`config.mk`:
```
export PLATFORM = sky130hd
export DESIGN_NAME = shift_reg_led_seq
export DESIGN_NICKNAME = d
export VERILOG_FILES = /design/src/rtl/shift_reg_led_seq.sv
export SDC_FILE = /design/constraint.sdc
export NUM_CORES = 1
export LEC_CHECK = 0
export CAP_MARGIN = 20
export CELL_PAD_IN_SITES_DETAIL_PLACEMENT = 0
export CELL_PAD_IN_SITES_GLOBAL_PLACEMENT = 1
export CORE_MARGIN = 8
export CORE_UTILIZATION = 53
export CTS_CLUSTER_SIZE = 12
export DETAILED_ROUTE_END_ITERATION = 6
export DONT_BUFFER_PORTS = 1
export PLACE_DENSITY = 0.83
export SYNTH_ARGS = -nofsm -noshare
export SYNTH_HDL_FRONTEND = slang
export SYNTH_SLANG_ARGS = --single-unit
```
`constraint.sdc`:
```
create_clock -name clk -period 2.2 [get_ports clk]
set_input_delay 0.22 -clock clk [delete_from_list [all_inputs] [get_ports clk]]
set_output_delay 0.22 -clock clk [all_outputs]
set_load 0.05 [all_outputs]
```
`src/rtl/shift_reg_led_seq.sv`:
```
// Serial LED shift-register sequencer: emits a latched pattern MSB-first as a
// prescaled ce_out/d_out strobe pair, in one-shot or looping playback.
module shift_reg_led_seq #(
    parameter int unsigned WIDTH = 8,
    parameter int unsigned DIV   = 4
) (
    input  logic             clk,
    input  logic             rst,
    input  logic             start,
    input  logic             loop,
    input  logic             stop,
    input  logic [WIDTH-1:0] pattern,
    output logic             ce_out,
    output logic             d_out,
    output logic             busy,
    output logic             done
);

    localparam int unsigned PW = (DIV > 1) ? $clog2(DIV) : 1;
    localparam int unsigned BW = $clog2(WIDTH) + 1;
    localparam logic [PW-1:0] PrescLast = PW'(DIV - 1);
    localparam logic [BW-1:0] BitLast   = BW'(WIDTH - 1);

    typedef enum logic [1:0] {StIdle, StShift, StDone} state_e;

    state_e           state_q, state_d;
    logic [PW-1:0]    presc_q, presc_d;
    logic [BW-1:0]    bitcnt_q, bitcnt_d;
    logic [WIDTH-1:0] shreg_q, shreg_d;
    logic [WIDTH-1:0] reload_q, reload_d;
    logic             loop_q, loop_d;
    logic             ce_q, ce_d;
    logic             d_q, d_d;
    logic             busy_q, busy_d;
    logic             done_q, done_d;

    always_comb begin
        state_d  = state_q;
        presc_d  = presc_q;
        bitcnt_d = bitcnt_q;
        shreg_d  = shreg_q;
        reload_d = reload_q;
        loop_d   = loop_q;
        ce_d     = 1'b0;
        d_d      = d_q;
        busy_d   = busy_q;
        done_d   = 1'b0;

        unique case (state_q)
            StIdle: begin
                busy_d = 1'b0;
                if (start) begin
                    shreg_d  = pattern;
                    reload_d = pattern;
                    loop_d   = loop;
                    presc_d  = '0;
                    bitcnt_d = '0;
                    busy_d   = 1'b1;
                    state_d  = StShift;
                end
            end
            StShift: begin
                // stop wins over both a pending strobe and a loop reload
                if (stop) begin
                    state_d = StDone;
                    busy_d  = 1'b0;
                    done_d  = 1'b1;
                end else if (presc_q != PrescLast) begin
                    presc_d = presc_q + PW'(1);
                end else begin
                    presc_d = '0;
                    ce_d    = 1'b1;
                    d_d     = shreg_q[WIDTH-1];
                    shreg_d = {shreg_q[WIDTH-2:0], 1'b0};
                    if (bitcnt_q != BitLast) begin
                        bitcnt_d = bitcnt_q + BW'(1);
                    end else if (loop_q) begin
                        shreg_d  = reload_q;
                        bitcnt_d = '0;
                    end else begin
                        state_d = StDone;
                        busy_d  = 1'b0;
                        done_d  = 1'b1;
                    end
                end
            end
            StDone: begin
                busy_d  = 1'b0;
                d_d     = 1'b0;
                state_d = StIdle;
            end
            default: begin
                state_d = StIdle;
                busy_d  = 1'b0;
            end
        endcase
    end

    always_ff @(posedge clk or negedge rst) begin
        if (!rst) begin
            state_q  <= StIdle;
            presc_q  <= '0;
            bitcnt_q <= '0;
            shreg_q  <= '0;
            reload_q <= '0;
            loop_q   <= 1'b0;
            ce_q     <= 1'b0;
            d_q      <= 1'b0;
            busy_q   <= 1'b0;
            done_q   <= 1'b0;
        end else begin
            state_q  <= state_d;
            presc_q  <= presc_d;
            bitcnt_q <= bitcnt_d;
            shreg_q  <= shreg_d;
            reload_q <= reload_d;
            loop_q   <= loop_d;
            ce_q     <= ce_d;
            d_q      <= d_d;
            busy_q   <= busy_d;
            done_q   <= done_d;
        end
    end

    assign ce_out = ce_q;
    assign d_out  = d_q;
    assign busy   = busy_q;
    assign done   = done_q;

endmodule

```
==> results.yml <==
yosys:
  syn_nets: 145
  synth_area_leaders: "dfrtp_1, mux2_2, nand3_1"
  yosysSeqAreaShare_pct: 49.03
  synth_edf_count: 0
  yosys.area.top_type_share_pct: 49.03
  netlist_area_sq_um: 1480
  ys_types: 37
  syn-instance-count: 130
  syn_area_per_cell_sq_um: 11.39
  yosys.area.top_type: "dfrtp_1"
  synth_commonest_cells: "dfrtp_1, nand3_1, mux2_2, o21ai_0, a41oi_1"
  synth_warnings: 0
  yosys_register_bits: 29
  async_reset_ff_share_pct: 100.0
  synth-main-ff-cell: "dfrtp_1"
  synth_most_common_cell: "dfrtp_1"
layout:
  antennaDiodeCount: 0
  final_nets: 149
  layout-drive-gt1-share_pct: 21.64
  final_area_sq_um: 1555
  n_fill_cell: 237
  syn_to_final_growth_pct: 5.072
  instances_no_fill: 165
critical_path:
  worst-endpoint-required_ns: 2.42
  crit_fanout: 17
  start_kind: "flop"
  endpoint_kind: "flop"
  critical_path_class: "reg2reg"
  crit_arrival_ns: 1.82
clocking:
  clkLatencyLatePin_ns: 0.33
  clockBufferDepth: 2
  cts_buffers: 5
  cts_root_buffer: "clkbuf_4"
  path_clk_slew_ns: 0.08
  cts_num_sinks: 29
  postCtsSetupBuffers: 0
  cts_tree: "built"
  postCtsResizedCells: 0
  htree_levels: 2
routing:
  vias_per_cell: 6.242
  via_count: 1030
  first_pass_iters: 4
  postRouteAntennaNets: 0
  wl_per_cell_um: 18.23
  postRouteWirelength_um: 3008
  drt_iter0_drc: 67
  drc_errors: 0
power:
  ir_drop_mv: 0.7743
  power_density_nw_per_um2: 1114
  power.leakage_nw: 0.6251
  p_total_mw: 1.733
status:
  status: "finished clean"
timing:
  rsz0062_at_grt: "no"
  setup_viol: 0
  tightest_slew_ns: 0.4951
  timing.setup.tns_ns: 0
  min_period_ns: 1.606
  finalHoldViolations: 0
  min_period_over_period_pct: 72.98
  fin_skew_ns: 0.005577
  fmax_mhz: 622.8
  hold_slack_ns: 0.02837
  timing.slew.headroom_pct: 67.00
  final_max_slew_viol_count: 0
global_routing:
  use_met2_pct: 22.32
  overflow: 0
  grt_antenna_before_repair: 0
  use_met1_pct: 16.83
  grt.busiest_layer: "met2"
  grt_max_degree: 30
  grt_pass1_wl_um: 5037
  use_met3_pct: 6.785
  grt.total_usage_pct: 14.65
  grt_pass1_vias: 1048
placement:
  portBuffers: 0
  placed_cell_area_sq_um: 1470
  dp_hpwl_um: 2055
  finalWeightedCongestion: 0.7299
  place_inst: 156
die:
  dieHeight_um: 68.85
  initial_core_util_pct: 54.62
  dieWidth_um: 68.85
  coreArea_sq_um: 2710
  io_pins: 17
  die_area_sq_um: 4740
  row_count: 19
worst_hold_path:
  hold_class: "in2reg"
run:
  cap_violations: 0
==> final timing paths <==
path	from	endpoint	slack, ns	cells past startpoint
min reg2reg	bitcnt_q[0]	bitcnt_q[0]	0.52	1
min in group asynchronous	rst	ce_out	0.32	2
max in group asynchronous	rst	d_out	1.71	2
max	state_q[0]	reload_q[0]	0.59	3
min	stop	state_q[1]	0.03	2
max reg2reg	state_q[0]	reload_q[0]	0.59	3
==> state kept, by name, indices dropped and copies added (netlist names) <==
register	flops
loop_q	1
shreg_q	8
state_q	2
reload_q	8
d_out	1
presc_q	2
ce_out	1
bitcnt_q	4
busy	1
done	1
==> worst max-delay path: stages, from the launching register on <==
cell	delay, ns
dfrtp_1	0.49
nor3b_4	0.45
buf_12	0.22
mux2_2	0.33
==> per-layer routing <==
metal / vias to the layer above / wire length, um / part of all wire, %
met5: - / 0 / 0
met4: 0 / 30 / 1.0
met3: 4 / 200 / 6.6
met2: 21 / 1470 / 49
met1: 506 / 1306 / 43
li1: 499 / - / -
==> kinds of logic (layout without fill, tap and decap cells) <==
| kind of cell | count (synthesis) | after routing | share of synthesized area, % |
|---|---|---|---|
| compound gates | 32 | 32 | 15.22 |
| fa+ha+maj | 2 | 2 | 1.690 |
| buf+inv | 10 | 14 | 5.916 |
| flops | 29 | 29 | 49.03 |
| mux | 10 | 10 | 7.523 |
| simple gates | 47 | 47 | 20.63 |
==> area by class of cell <==
cell class,instances,area (sq um),area share [%]
inverters,3,11.26,0.7241
repair buffers,4,57.56,3.701
flip-flops and latches,29,725.7,46.66
well taps,31,38.79,2.494
clock buffers,7,55.05,3.540
multi-input cells,91,666.9,42.88
==> power breakdown <==
part | switching, mW | leakage, nW | total, mW | internal, mW
clock network | 0.182 | 0.0314 | 0.333 | 0.151
logic | 0.222 | 0.242 | 0.476 | 0.254
registers | 0.202 | 0.352 | 0.924 | 0.722
total | 0.606 | 0.625 | 1.73 | 1.13
==> what timing repair did <==
action | CTS | global route
endpoints found under the setup margin | 0 | 0
hold buffers | 2 | 0
endpoints found under the hold margin | 29 | 0
==> per-stage QoR <==
step	util (%)	worst slack, ns
final	57.39	0.5944
after global placement	54.25	0.6487
after global routing	57.39	0.4410
after detailed placement	54.25	0.6059
after floorplan	-	0.8025
after CTS	57.39	0.5945
==> cells in the final DEF, fill, tap and decap left out, types with 3 or more instances in the layout <==
cell,netlist,final
o21ai_0,8,8
a41oi_1,7,7
dfrtp_1,29,29
o21ai_1,3,3
clkbuf_4,0,5
nand3_1,16,16
nand2_1,5,5
nor3_1,6,6
mux2_2,9,9
nor2_1,4,4
a21o_1,3,3
inv_1,3,3
Power figures use the tool's default switching activity.
